[config.mk]
export PLATFORM = sky130hd
export DESIGN_NAME = uart_cmd_parser
export DESIGN_NICKNAME = d
export VERILOG_FILES = /design/src/rtl/uart_cmd_parser.sv
export SDC_FILE = /design/constraint.sdc
export NUM_CORES = 1
export LEC_CHECK = 0
export ABC_AREA = 0
export CORE_UTILIZATION = 55
export CTS_BUF_LIST = sky130_fd_sc_hd__clkbuf_4
export DETAILED_ROUTE_END_ITERATION = 8
export DONT_BUFFER_PORTS = 1
export GPL_ROUTABILITY_DRIVEN = 0
export HOLD_SLACK_MARGIN = 0.02
export PLACE_DENSITY = 0.82
export SETUP_SLACK_MARGIN = 0.1
export SYNTH_ARGS = -nofsm -noshare
export SYNTH_HDL_FRONTEND = slang
export SYNTH_SLANG_ARGS = --single-unit
export TNS_END_PERCENT = 1
[constraint.sdc]
create_clock -name clk -period 4.2 [get_ports clk]
set_input_delay 0.63 -clock clk [delete_from_list [all_inputs] [get_ports clk]]
set_output_delay 0.63 -clock clk [all_outputs]
set_load 0.01 [all_outputs]
[src/rtl/uart_cmd_parser.sv]
// uart_cmd_parser
//   Byte-level command decoder between a UART receiver and transmitter.
//   Frames 5-byte packets (0xA5, CMD, ADDR, DATA, CHK with CHK = CMD^ADDR^DATA),
//   writes or reads an internal bank of 8-bit registers, and answers each
//   packet with ACK (0x06) or NAK (0x15), followed by one data byte on reads.
// Ports
//   clk        system clock, all logic on posedge
//   rst        asynchronous active-high reset
//   rx_valid   one-cycle strobe qualifying rx_data
//   rx_data    received byte
//   tx_busy    transmitter busy, high while a byte shifts out
//   tx_start   one-cycle start pulse to the transmitter
//   tx_data    byte to send; valid with tx_start and held until the next start
//   gp_in      general-purpose inputs, readable at address 0xFF
//   reg_out    register bank, register k at bits [8k+7:8k]
//   err_count  saturating count of NAKs plus inter-byte timeouts
module uart_cmd_parser #(
  parameter int NUM_REGS    = 4,
  parameter int TIMEOUT_CYC = 100000
) (
  input  logic                  clk,
  input  logic                  rst,
  input  logic                  rx_valid,
  input  logic [7:0]            rx_data,
  input  logic                  tx_busy,
  output logic                  tx_start,
  output logic [7:0]            tx_data,
  input  logic [7:0]            gp_in,
  output logic [8*NUM_REGS-1:0] reg_out,
  output logic [7:0]            err_count
);

  localparam int TW = $clog2(TIMEOUT_CYC + 1);
  localparam logic [7:0] SYNC_B = 8'hA5;
  localparam logic [7:0] CMD_W  = 8'h57;
  localparam logic [7:0] CMD_R  = 8'h52;
  localparam logic [7:0] ACK_B  = 8'h06;
  localparam logic [7:0] NAK_B  = 8'h15;

  typedef enum logic [3:0] {
    S_IDLE, S_CMD, S_ADDR, S_DATA, S_CHK, S_EXEC, S_TX1, S_TX1W, S_TX2, S_TX2W
  } state_t;

  state_t         state, stateNext;
  logic [7:0]     cmdByte, addrByte, dataByte, chkByte;
  logic [TW-1:0]  timer;
  logic [7:0]     regBank [NUM_REGS];
  logic [7:0]     errCnt;
  logic [7:0]     replyByte;   // ACK or NAK chosen in EXEC
  logic [7:0]     rdByte;      // second reply byte on reads
  logic           isRead;
  logic           waitFirst;   // first cycle of TXn_W: transmitter has not raised busy yet
  logic [7:0]     txDataReg;
  logic [7:0]     sendByte;
  logic [7:0]     bankRd;
  logic           inFrame, timeout;
  logic           chkOk, addrInBank, doWrite, rdBank, rdGp, nak;

  assign inFrame = (state == S_CMD) || (state == S_ADDR) ||
                   (state == S_DATA) || (state == S_CHK);
  // A byte arriving in the expiry cycle takes precedence over the timeout.
  assign timeout = inFrame && !rx_valid && (timer == TW'(TIMEOUT_CYC - 1));

  // Frame evaluation, consumed only in EXEC
  assign chkOk      = ((cmdByte ^ addrByte ^ dataByte) == chkByte);
  assign addrInBank = ({24'd0, addrByte} < 32'(NUM_REGS));
  assign doWrite    = chkOk && (cmdByte == CMD_W) && addrInBank;
  assign rdBank     = chkOk && (cmdByte == CMD_R) && addrInBank;
  assign rdGp       = chkOk && (cmdByte == CMD_R) && (addrByte == 8'hFF);
  assign nak        = !(doWrite || rdBank || rdGp);

  always_comb begin
    bankRd = '0;
    for (int k = 0; k < NUM_REGS; k++)
      if (addrByte == 8'(k)) bankRd = regBank[k];
  end

  always_comb begin
    reg_out = '0;
    for (int k = 0; k < NUM_REGS; k++)
      reg_out[8*k +: 8] = regBank[k];
  end

  assign err_count = errCnt;

  always_comb begin
    stateNext = state;
    tx_start  = 1'b0;
    sendByte  = replyByte;
    case (state)
      S_IDLE: if (rx_valid && rx_data == SYNC_B) stateNext = S_CMD;
      S_CMD:  if (rx_valid) stateNext = S_ADDR; else if (timeout) stateNext = S_IDLE;
      S_ADDR: if (rx_valid) stateNext = S_DATA; else if (timeout) stateNext = S_IDLE;
      S_DATA: if (rx_valid) stateNext = S_CHK;  else if (timeout) stateNext = S_IDLE;
      S_CHK:  if (rx_valid) stateNext = S_EXEC; else if (timeout) stateNext = S_IDLE;
      S_EXEC: stateNext = S_TX1;
      S_TX1: begin
        if (!tx_busy) begin
          tx_start  = 1'b1;
          stateNext = S_TX1W;
        end
      end
      S_TX1W: if (!waitFirst && !tx_busy) stateNext = isRead ? S_TX2 : S_IDLE;
      S_TX2: begin
        sendByte = rdByte;
        if (!tx_busy) begin
          tx_start  = 1'b1;
          stateNext = S_TX2W;
        end
      end
      S_TX2W: if (!waitFirst && !tx_busy) stateNext = S_IDLE;
      default: stateNext = S_IDLE;
    endcase
  end

  // Presents the outgoing byte in the start cycle, then holds it
  assign tx_data = tx_start ? sendByte : txDataReg;

  always_ff @(posedge clk or posedge rst) begin
    if (rst) state <= S_IDLE;
    else     state <= stateNext;
  end

  always_ff @(posedge clk or posedge rst) begin
    if (rst) begin
      cmdByte   <= '0;
      addrByte  <= '0;
      dataByte  <= '0;
      chkByte   <= '0;
      timer     <= '0;
      errCnt    <= '0;
      replyByte <= '0;
      rdByte    <= '0;
      isRead    <= 1'b0;
      waitFirst <= 1'b0;
      txDataReg <= '0;
      for (int k = 0; k < NUM_REGS; k++) regBank[k] <= '0;
    end else begin
      waitFirst <= tx_start;
      if (tx_start) txDataReg <= sendByte;

      if (inFrame && !rx_valid) timer <= timer + TW'(1);
      else                      timer <= '0;

      if (timeout && errCnt != 8'hFF) errCnt <= errCnt + 8'd1;

      case (state)
        S_CMD:  if (rx_valid) cmdByte  <= rx_data;
        S_ADDR: if (rx_valid) addrByte <= rx_data;
        S_DATA: if (rx_valid) dataByte <= rx_data;
        S_CHK:  if (rx_valid) chkByte  <= rx_data;
        S_EXEC: begin
          replyByte <= nak ? NAK_B : ACK_B;
          isRead    <= rdBank || rdGp;
          rdByte    <= rdGp ? gp_in : bankRd;
          if (nak && errCnt != 8'hFF) errCnt <= errCnt + 8'd1;
          for (int k = 0; k < NUM_REGS; k++)
            if (doWrite && addrByte == 8'(k)) regBank[k] <= dataByte;
        end
        default: ;
      endcase
    end
  end

endmodule

==> out/qor.csv <==
metric,value,unit
worst min path class,in2async,
Unique masters post-synth,53,
Cell Rows,35,
Root Driver,sky130_fd_sc_hd__clkbuf_4,
RR Startpoint,addrByte[0],
average cell area after synthesis,12.45,sq um
Final Total Pwr,0.003538,W
predominant post-synthesis flop cell,sky130_fd_sc_hd__dfrtp_1,
Clock Pin Slew Worst Setup and Hold Paths,0.10,ns
crit start category,flop,
dpl ws,1.162,ns
"count of placed standard cells in the final layout, fillers left out",583,
synthesized cell area,5391,sq um
ANT cells,0,
headroom to the max-slew limit,25.39,%
count of endpoints failing setup in the final report,0,
cell total after placement,551,
setup repair after global routing missed its margin,false,
Pre-Repair DR Iteration Count,4,
final routed wire length divided by cell count,18.68,um
transition time of the tightest slew-check pin,1.116,ns
Fmax,316.3,MHz
Buffers on Ports,0,
sink count of the clock tree,114,
proportion of synthesized flip-flops having asynchronous set or reset,100.0,%
io pins,69,
DRC errors left,0,
post-detailed-routing wire length,10890,um
CP Data Required Time,3.57,ns
final cycle utilization of the critical path,75.28,%
Final TNS setup,0,ns
arrival time of data at the critical path endpoint,2.53,ns
die area,10200,sq um
fraction of final layout cells sized beyond drive strength 1,26.43,%
maximum fanout along the worst path,15,
result of the run,finished clean,
sequential cell area fraction in the yosys report,52.91,%
Setup Crit Path Kind,reg2out,
Worst setup EP type,output port,
final setup margin,1.038,ns
"Clk Latency, worst-skew pair",0.51,ns
number of fill cells,705,
Max-Cap Viols,0,
register-to-register setup slack,1.14,ns
total track usage,24.17,%
global route overflow,0,
core area,9371,sq um
number of buffers inserted by hold repair at cts,0,
vias in the first global route,3646,
"antenna viol nets, final",0,
worst ir drop on vdd,0.4380,mV
initial standard-cell utilization of the core,57.53,%
Die Height,101.0,um
"Setup Fix Bufs, Post-CTS",0,
TritonCTS clock tree,built,
H-tree lvl count,4,
HPWL after detailed placement,7852,um
global-route wire length before repair,18420,um
Final min period,3.162,ns
initial detailed-routing violation count,169,
count of final max-slew check failures,0,
maximum number of pins on one net before global-route repair,61,
post-synthesis instance total,433,
cts repair resizes,0,
area delta synth->final,8.239,%
reg2reg end,err_count[1],
Layout Skew,0.01774,ns
final-stage net count,463,
total vias in the final route,3451,
register bit total from synthesis,114,
Leakage Power,2.648,nW
final hold violations,0,
number of synthesized flops with an enable pin,0,
antenna violations before repair,0,
Synth Net Count,455,
CTS Buffer Depth,2,
routed via count divided by cell count,5.919,
clock buffers created by TritonCTS,17,
Power Density,606.3,nW/um^2
total of warnings raised by yosys,0,
length in cells of the worst reg-to-reg path,6,
width of the chip,101.0,um
## routing by layer
layer | vias up | share of wire, % | GRT usage (%)
met5 | - | 0 | 0
met4 | 0 | 1.5 | 9.365
met3 | 14 | 6.4 | 8.669
met2 | 99 | 51 | 38.94
met1 | 1735 | 41 | 29.86
li1 | 1603 | - | -
## synthesized netlist by cell type, types with 2 or more instances
master	count	area, sq um
sky130_fd_sc_hd__a21o_1	9	67.56
sky130_fd_sc_hd__a21oi_1	10	50.05
sky130_fd_sc_hd__a22o_1	12	105.1
sky130_fd_sc_hd__and3_1	5	31.28
sky130_fd_sc_hd__buf_1	2	7.510
sky130_fd_sc_hd__buf_2	2	10.01
sky130_fd_sc_hd__clkbuf_1	9	33.78
sky130_fd_sc_hd__dfrtp_1	114	2853
sky130_fd_sc_hd__ha_1	2	25.02
sky130_fd_sc_hd__inv_1	9	33.78
sky130_fd_sc_hd__mux2_2	69	777.0
sky130_fd_sc_hd__mux2i_1	3	30.03
sky130_fd_sc_hd__mux4_2	8	180.2
sky130_fd_sc_hd__nand2_1	26	97.59
sky130_fd_sc_hd__nand2b_1	2	12.51
sky130_fd_sc_hd__nand3_1	11	55.05
sky130_fd_sc_hd__nand4_1	8	50.05
sky130_fd_sc_hd__nor2_1	34	127.6
sky130_fd_sc_hd__nor2b_1	3	18.77
sky130_fd_sc_hd__nor3_1	3	15.01
sky130_fd_sc_hd__nor4_4	3	63.81
sky130_fd_sc_hd__nor4b_1	2	17.52
sky130_fd_sc_hd__o21ai_0	18	90.09
sky130_fd_sc_hd__or3_1	3	18.77
sky130_fd_sc_hd__xnor2_1	22	192.7
sky130_fd_sc_hd__xor2_1	17	148.9
## power by group
| part | switching, W | leakage (nW) | internal, W |
|---|---|---|---|
| Combinational | 0.000489 | 0.993 | 0.000494 |
| Clock | 0.000420 | 0.159 | 0.000468 |
| Sequential | 0.000347 | 1.50 | 0.00132 |
| Total | 0.00126 | 2.65 | 0.00228 |
## how the worst max path moves through the flow
stage           startpoint  slack, ns  cells after the start           end
6_report          state[2]       1.04                      5    tx_data[2]
3_3_place_gp   addrByte[0]       1.34                      6  err_count[1]
2_1_floorplan          rst       0.55                      1   addrByte[0]
4_1_cts           state[1]       1.06                      5    tx_data[1]
3_5_place_dp   addrByte[0]       1.16                      6  err_count[1]
5_1_grt           state[1]       0.85                      5    tx_data[4]
## sequential cells by signal, summed over array words and instances (netlist names)
| register | flops |
|---|---|
| rdByte | 8 |
| err_count | 8 |
| txDataReg | 8 |
| dataByte | 8 |
| isRead | 1 |
| timer | 17 |
| chkByte | 8 |
| waitFirst | 1 |
| cmdByte | 8 |
| reg_out | 32 |
| replyByte | 3 |
| addrByte | 8 |
| state | 4 |
## cells in the final DEF, fill, tap and decap left out, types with 4 or more instances in the layout
cell type	instances
sky130_fd_sc_hd__a21o_1	9
sky130_fd_sc_hd__a21oi_1	10
sky130_fd_sc_hd__a22o_1	12
sky130_fd_sc_hd__and3_1	5
sky130_fd_sc_hd__bufinv_16	4
sky130_fd_sc_hd__clkbuf_4	17
sky130_fd_sc_hd__clkinv_1	4
sky130_fd_sc_hd__dfrtp_1	114
sky130_fd_sc_hd__inv_1	8
sky130_fd_sc_hd__mux2_2	69
sky130_fd_sc_hd__mux4_2	8
sky130_fd_sc_hd__nand2_1	26
sky130_fd_sc_hd__nand3_1	11
sky130_fd_sc_hd__nand4_1	8
sky130_fd_sc_hd__nor2_1	34
sky130_fd_sc_hd__o21ai_0	18
sky130_fd_sc_hd__xnor2_1	22
sky130_fd_sc_hd__xor2_1	17
## cell type report
class	count	area [sq um]	share of cell area [%]
Sequential cell	114	2853	48.89
Multi-Input combinational cell	297	2454	42.05
Clock inverter	15	188.9	3.238
Tap cell	129	161.4	2.766
Clock buffer	17	127.6	2.187
Inverter	9	36.28	0.6218
Timing Repair Buffer	2	15.01	0.2573
## logic make-up after synthesis
group	Yosys count	share of synthesized area [%]
AND/OR/NAND/NOR	116	12.88
flip-flops	114	52.91
multiplexers	80	18.31
AO/OA/AOI/OAI	60	7.520
XOR/XNOR	39	6.335
buffers and inverters	22	1.578
adder cells (fa/ha/maj)	2	0.4641
## worst max-delay path: stages (launching register included)
cell	delay [ns]
sky130_fd_sc_hd__dfrtp_1	0.56
sky130_fd_sc_hd__nor2_1	0.22
sky130_fd_sc_hd__nand2_1	0.10
sky130_fd_sc_hd__o21a_1	0.14
sky130_fd_sc_hd__or3_1	0.49
sky130_fd_sc_hd__o21ai_0	0.52
## stage by stage
step	utilization (%)	hold slack, ns	area (sq um)
6_report	62.27	0.1168	5836
5_1_grt	62.27	0.1369	5836
4_1_cts	62.27	0.1079	5836
3_5_place_dp	58.89	0.4525	5519
3_3_place_gp	58.89	0.4541	5519
2_1_floorplan	-	0.4340	5391
(Power assumes the default switching activity.)
